**src/rtl/sdram_aref_timing.sv**
```systemverilog
// Periodic SDRAM auto-refresh generator: interval counter, arbiter request, PRECHARGE ALL + AUTO REFRESH burst.
// Optional sticky missed-deadline flag when SDRAM_AREF_OVERRUN_DET_EN is defined.
module sdram_aref_timing #(
   parameter int AREF_PERIOD = 780,
   parameter int T_RP        = 2,
   parameter int T_RFC       = 7,
   parameter int AREF_NUM    = 2
) (
   input  logic        sysclk_100M,
   input  logic        rst,
   input  logic        init_end_flag,
   input  logic        aref_en,
   output logic        aref_req,
   output logic        aref_end,
   output logic [3:0]  aref_cmd,
   output logic [1:0]  aref_ba,
   output logic [12:0] aref_addr,
`ifdef SDRAM_AREF_OVERRUN_DET_EN
   output logic        aref_overrun,
`endif
   output logic [2:0]  aref_state
);

   // Handshake: aref_req is held until the arbiter's aref_en is seen in IDLE;
   // the grant is consumed on that edge and the command burst follows.
   typedef enum logic [2:0] {
      S_IDLE, S_PCHG, S_WAIT_RP, S_AREF, S_WAIT_RFC, S_DONE
   } state_t;

   localparam logic [3:0] CMD_NOP  = 4'b0111;
   localparam logic [3:0] CMD_PCHG = 4'b0010;
   localparam logic [3:0] CMD_AREF = 4'b0001;
   localparam logic [9:0] CNT_LAST = 10'(AREF_PERIOD - 1);
   // Wait states last T-1 cycles, so the last wait index is T-2 (T_RP, T_RFC >= 2).
   localparam logic [7:0] RP_LAST  = 8'(T_RP - 2);
   localparam logic [7:0] RFC_LAST = 8'(T_RFC - 2);
   localparam logic [2:0] NUM      = 3'(AREF_NUM);

   state_t      state, state_next;
   logic [7:0]  wait_cnt, wait_next;
   logic [2:0]  issued, issued_next;
   logic [9:0]  cnt;
   logic        wrap, start;
   logic [3:0]  cmd_next;
   logic [1:0]  ba_next;
   logic [12:0] addr_next;
   logic        end_next;

   assign wrap       = init_end_flag && (cnt == CNT_LAST);
   assign start      = (state == S_IDLE) && aref_req && aref_en && init_end_flag;
   assign aref_state = state;

   always_ff @(posedge sysclk_100M or posedge rst) begin
      if (rst) begin
         cnt <= 10'd0;
      end else if (!init_end_flag || wrap) begin
         cnt <= 10'd0;
      end else begin
         cnt <= cnt + 10'd1;
      end
   end

   // A wrap coinciding with acceptance re-arms the request for the new interval.
   always_ff @(posedge sysclk_100M or posedge rst) begin
      if (rst) begin
         aref_req <= 1'b0;
      end else if (wrap) begin
         aref_req <= 1'b1;
      end else if (start) begin
         aref_req <= 1'b0;
      end
   end

`ifdef SDRAM_AREF_OVERRUN_DET_EN
   always_ff @(posedge sysclk_100M or posedge rst) begin
      if (rst) begin
         aref_overrun <= 1'b0;
      end else if (wrap && aref_req) begin
         aref_overrun <= 1'b1;
      end
   end
`endif

   always_ff @(posedge sysclk_100M or posedge rst) begin
      if (rst) begin
         state     <= S_IDLE;
         wait_cnt  <= 8'd0;
         issued    <= 3'd0;
         aref_cmd  <= CMD_NOP;
         aref_ba   <= 2'b11;
         aref_addr <= 13'h1FFF;
         aref_end  <= 1'b0;
      end else begin
         state     <= state_next;
         wait_cnt  <= wait_next;
         issued    <= issued_next;
         aref_cmd  <= cmd_next;
         aref_ba   <= ba_next;
         aref_addr <= addr_next;
         aref_end  <= end_next;
      end
   end

   always_comb begin
      state_next  = state;
      wait_next   = wait_cnt;
      issued_next = issued;
      case (state)
         S_IDLE: begin
            if (start) state_next = S_PCHG;
         end
         S_PCHG: begin
            state_next  = S_WAIT_RP;
            wait_next   = 8'd0;
            issued_next = 3'd0;
         end
         S_WAIT_RP: begin
            if (wait_cnt == RP_LAST) state_next = S_AREF;
            else                     wait_next  = wait_cnt + 8'd1;
         end
         S_AREF: begin
            state_next  = S_WAIT_RFC;
            wait_next   = 8'd0;
            issued_next = issued + 3'd1;
         end
         S_WAIT_RFC: begin
            if (wait_cnt == RFC_LAST) state_next = (issued < NUM) ? S_AREF : S_DONE;
            else                      wait_next  = wait_cnt + 8'd1;
         end
         S_DONE: begin
            state_next = S_IDLE;
         end
         default: begin
            state_next = S_IDLE;
         end
      endcase
   end

   // Outputs are registered from the next state so they line up with the state they belong to.
   always_comb begin
      cmd_next  = CMD_NOP;
      ba_next   = 2'b11;
      addr_next = 13'h1FFF;
      end_next  = 1'b0;
      case (state_next)
         S_PCHG: begin
            cmd_next  = CMD_PCHG;
            ba_next   = 2'b00;
            addr_next = 13'h0400;
         end
         S_AREF: cmd_next = CMD_AREF;
         S_DONE: end_next = 1'b1;
         default: ;
      endcase
   end

endmodule

```
**config.mk**
```make
export PLATFORM = sky130hd
export DESIGN_NAME = sdram_aref_timing
export DESIGN_NICKNAME = d
export VERILOG_FILES = /design/src/rtl/sdram_aref_timing.sv
export SDC_FILE = /design/constraint.sdc
export NUM_CORES = 1
export LEC_CHECK = 0
export BUFFER_PORTS_ARGS = -buffer_cell sky130_fd_sc_hd__buf_2
export CAP_MARGIN = 20
export CORE_ASPECT_RATIO = 1.4
export CORE_MARGIN = 1
export CORE_UTILIZATION = 30
export CTS_BUF_LIST = sky130_fd_sc_hd__clkbuf_4
export DETAILED_ROUTE_END_ITERATION = 10
export HOLD_SLACK_MARGIN = 0.06
export PLACE_DENSITY_LB_ADDON = 0.15
export SYNTH_ARGS = -nofsm -noshare
export SYNTH_HDL_FRONTEND = slang
export SYNTH_SLANG_ARGS = --single-unit
```
**constraint.sdc**
```tcl
create_clock -name sysclk_100M -period 4.2 [get_ports sysclk_100M]
set_clock_uncertainty 0.2 [all_clocks]
set_input_delay 0.42 -clock sysclk_100M [delete_from_list [all_inputs] [get_ports sysclk_100M]]
set_output_delay 0.42 -clock sysclk_100M [all_outputs]
set_load 0.1 [all_outputs]
```
# Word level (Yosys, flattened, before mapping)
# Index checks and enable logic that the tools add are counted.
totals:
  reg_bits: 45
  inputBits: 4
  output_inout_bits: 24
  word_cells: 53
op_classes:
  addsub: 3
  magnitude_cmp: 1
  n_eq_ne: 11
  muxes: 16
  n_reduce_logical: 13
op_table:
  columns: ["cell", "count"]
  rows:
  - ["case mux 8 bit (3 select lines)", 1]
  - ["two-way mux 8 bit", 2]
  - ["case mux 3 bit (5 select lines)", 1]
  - ["two-way mux 13 bit", 1]
  - ["two-way mux 3 bit", 4]
  - ["case mux 3 bit (2 select lines)", 2]
  - ["adder 10 x 1 -> 10 bit (second input constant)", 1]
  - ["== test 10 bit (second input constant)", 1]
  - ["two-way mux 10 bit", 1]
  - ["== test 3 x 2 -> 1 bit (second input constant)", 3]
  - ["adder 8 x 1 -> 8 bit (second input constant)", 1]
  - ["== test 8 x 3 -> 1 bit (second input constant)", 1]
  - ["logical NOT 8 bit", 1]
  - ["== test 3 x 1 -> 1 bit (second input constant)", 2]
  - ["== test 3 bit (second input constant)", 2]
  - ["logical AND 1 bit", 4]
  - ["inequality test 2 bit (second input constant)", 2]
  - ["nonzero test 2 bit", 2]
  - ["adder 3 x 1 -> 3 bit (second input constant)", 1]
  - ["logical NOT 3 bit", 1]
  - ["less-than comparator 3 x 2 -> 1 bit (second input constant)", 1]
  - ["two-way mux 1 bit", 3]
  - ["AND reduction 3 bit", 1]
  - ["nonzero test 3 bit", 1]
  - ["other kinds (4)", 4]

# Depth between registers and ports, before layout
depth:
  word_depth: 8
  mapped_depth: 7
  mapped_depth_nobuf: 6

# Worst setup path after synthesis
# No wires, ideal clock.
synth_timing:
  kind: "register to register"
  start: "register state[2] (netlist: aref_state[2])"
  end: "register wait_cnt[0]"
  setup_ns: 0.125
  arrival_ns: 1.965
  path_slack_ns: 1.910
  stages_incl_launch_ff: 6
  period_less_slack_ns: 2.290
  path_cell_list: "dfrtp_1 buf_2 o21a_1 nor2_1 o21ai_2 mux2_4"
synth_between:
  elab_chain_len: 4
  elab_cells_between_ends: 10
  cone_classes: "6 x eq/ne; 1 x mux; 3 x reduce/logical"
synth_rtl:
  columns: ["item", "line_no", "source"]
  rows:
  - ["start: declaration", "39", "state_t state, state_next;"]
  - ["start signal: assignment", "94", "state <= state_next;"]
  - ["== test 3 x 2 -> 1 bit or == test 3 x 1 -> 1 bit (tied branches)", "108", "case (state)"]
  - ["OR reduction 2 bit (no line)", null, null]
  - ["nonzero test 3 bit (no line)", null, null]
  - ["AND reduction 3 bit (no line)", null, null]
  - ["end signal: assignment", "95", "wait_cnt <= wait_next;"]
  - ["end: declaration", "40", "logic [7:0] wait_cnt, wait_next;"]
# Several ways; a longest one is shown, not always the timed one.
# A chain may end at the register's enable or synchronous reset.

# Worst setup path in the final report
layout_timing:
  start: "register state[0] (netlist: aref_state[0])"
  end: "output port aref_state[0]"
layout_lines:
  columns: ["item", "line_no", "source"]
  rows:
  - ["end: declaration", "21", "output logic [2:0] aref_state"]
# No word-level cell between the ends.

==> reports/metrics.csv <==
metric,value,unit
fin crit share,51.3,%
Top-Level Pins,28,
Syn Std Cell Area,1720,sq um
Initial Utilization,31.1,%
nets,198,
Final Hold Violating Endpoints,0,
DR vias,1273,
largest net degree at the start of global routing,31,
unrepaired setup endpoints after global routing,no,
initial drt markers,83,
chip width,66.0,microns
CTS sink count,30,
worst slack at placement,2160,ps
layout cells sized above 1,24.7,%
DR WL/cell,14.1,microns
Max stage delay on crit path,680,ps
Pwr Density,264,nW/um^2
initial antenna violation count,0,
Worst path slowest cell,dfrtp_1,
pins over their slew limit,0,
crit path cell chain,buf_2,
"flops & latches, synth",30,
core area,5530,sq um
top_reg_cell synth,dfrtp_1,
total power,0.490,mW
Async SR Flop Fraction,100,%
Post-CTS Setup Bufs,0,
"CTS clk-pin slew, worst paths",100,ps
Synth Warn #,0,
first-pass GRT wire length,6100,microns
Post-Synthesis Net Count,184,
remaining antenna violation count,0,
Yosys cell types,45,
HP Class,input pin to flop,
Initial DRT Pass Iterations,4,
vias in the first global route,1272,
MaxCap Viol Count,0,
"setup slack, reg-to-reg",2120,ps
Worst Path Max Fanout,16,
Slew @ Worst Pin,656,ps
gr ovfl total,0,
Setup crit start kind,flop,
"EDFF count, synth",0,
Lkg Pwr,0.833,nW
Fmax,465,MHz
crit-path leading delay family,flip-flops,
TritonCTS buffer count,5,
clk_lat worst skew,330,ps
Vias/cell,4.93,
post-layout min period,2150,ps
crit path buf inv count,1,
input/output buffers,25,
Avg Inst Size Synth,9.82,sq um
final setup fails,0,
setup_tns,0,ps
Worst Slack Setup Final,2050,ps
Area Overhead vs Synth,8.01,%
Antenna diodes,0,
Final Util,33.6,%
CTS tree,yes,
Worst EP required,3580,ps
WL final,3640,microns
post-synthesis sequential area ratio,44.0,%
Rows,32,
CP Class,flop to output pin,
CP Capture Type,output pin,
Root Driver,clkbuf_4,
H-Tree Depth,2,
GRT Overall Usage,13.3,%
Die Height,91.5,microns
Residual DRC,0,
worst-case headroom to the max-slew limit,56.2,%
status,completed,
worst ir drop on vdd,0.0800,mV
GP Congestion,0.787,
die area,6040,sq um
Max clock buf depth,2,
post-DP HPWL,2580,microns
Critical Path AT,1530,ps
post-CTS sizing,0,
Post-Syn Instances,175,
hold_buf cts,1,
flip-flops by register name, summed over array words and instances, names as in the netlist:
name        cells
aref_req        1
aref_end        1
issued          3
aref_state      3
aref_cmd        3
cnt            10
wait_cnt        8
aref_ba         1
worst register-to-register path: stages (launching register included):
cell and delay, ps:
dfrtp_1 580, nor4b_1 540, a22oi_2 140, o21ai_2 200
mux2_4 310
through the flow:
step / instance area [sq um] / cells / hold WS (ps)
after global placement: 1790 / 249 / 271
after floorplan: 1720 / 175 / 251
after CTS: 1860 / 258 / 149
final: 1860 / 258 / 163
after detailed placement: 1790 / 249 / 278
after global routing: 1860 / 258 / 167
routing by layer:
layer	global-route usage [%]	part of all wire [%]	routed length [microns]	vias up
li1	-	-	-	617
met1	15.6	43	1580	627
met2	22.4	51	1870	23
met3	3.02	3.2	117	6
met4	5.85	1.9	68	0
met5	0	0	0	-
path summary, 6_finish.rpt:
check,startpoint,to,cells after the start
max,aref_state[0],aref_state[0],1
min,init_end_flag,aref_req,2
max reg2reg,aref_state[0],wait_cnt[0],4
min reg2reg,cnt[0],cnt[0],1
max in group asynchronous,rst,aref_cmd[0],4
min in group asynchronous,rst,cnt[6],4
cell families after synthesis:
logic type | share of synthesized area (%)
buf+inv | 10.6
simple gates | 21.4
xor+xnor | 6.63
compound gates | 12.5
fa+ha+maj | 3.64
other cells | 0.437
mux | 0.874
flops | 44.0
final cells by class:
cell class                 instances  area (sq um)
fill                             589          3670
multi-input combinational        115           781
sequential                        30           756
timing repair buffer              27           143
tap                               68          85.1
clock buffer                       6          45.0
inverter                          10          37.5
clock inverter                     2          8.76
cell usage after synthesis (all sizes together) (2+ instances only):
cell / number / area (sq um)
nand4: 4 / 25.0
buf: 20 / 144
inv: 10 / 37.5
dfstp: 4 / 105
xnor2: 7 / 61.3
o31ai: 2 / 15.0
o21ai: 8 / 47.6
nand2: 13 / 48.8
nor4b: 2 / 23.8
nand3: 10 / 50.1
conb: 2 / 7.51
nor4: 5 / 37.5
a22oi: 4 / 35.0
nor2: 19 / 71.3
a21oi: 2 / 10.0
xor2: 6 / 52.6
nor2b: 4 / 25.0
nor3: 2 / 15.0
dfrtp: 26 / 651
ha: 5 / 62.6
and3: 3 / 18.8
where the power goes:
part	switching [mW]	internal, mW	leakage [nW]
logic	0.0177	0.00543	0.413
clock network	0.104	0.0693	0.0331
registers	0.00270	0.291	0.387
total	0.124	0.366	0.833
cells in the final DEF (no fill, tap or decap), types with 2 or more instances in the layout:
master	synthesis	final
clkbuf_4	0	6
ha_1	5	5
nor2_1	19	19
xnor2_1	7	7
o31ai_1	2	2
a21oi_1	2	2
conb_1	2	2
nor2b_1	4	4
o21ai_2	2	2
inv_1	10	10
nor4_1	4	4
o21ai_0	6	6
a22oi_1	3	3
nand2_1	13	13
nand4_1	4	4
and3_1	3	3
buf_2	4	25
dfrtp_1	26	26
nand3_1	10	10
xor2_1	6	6
dfstp_2	4	4
Power figures use the tool's default switching activity.
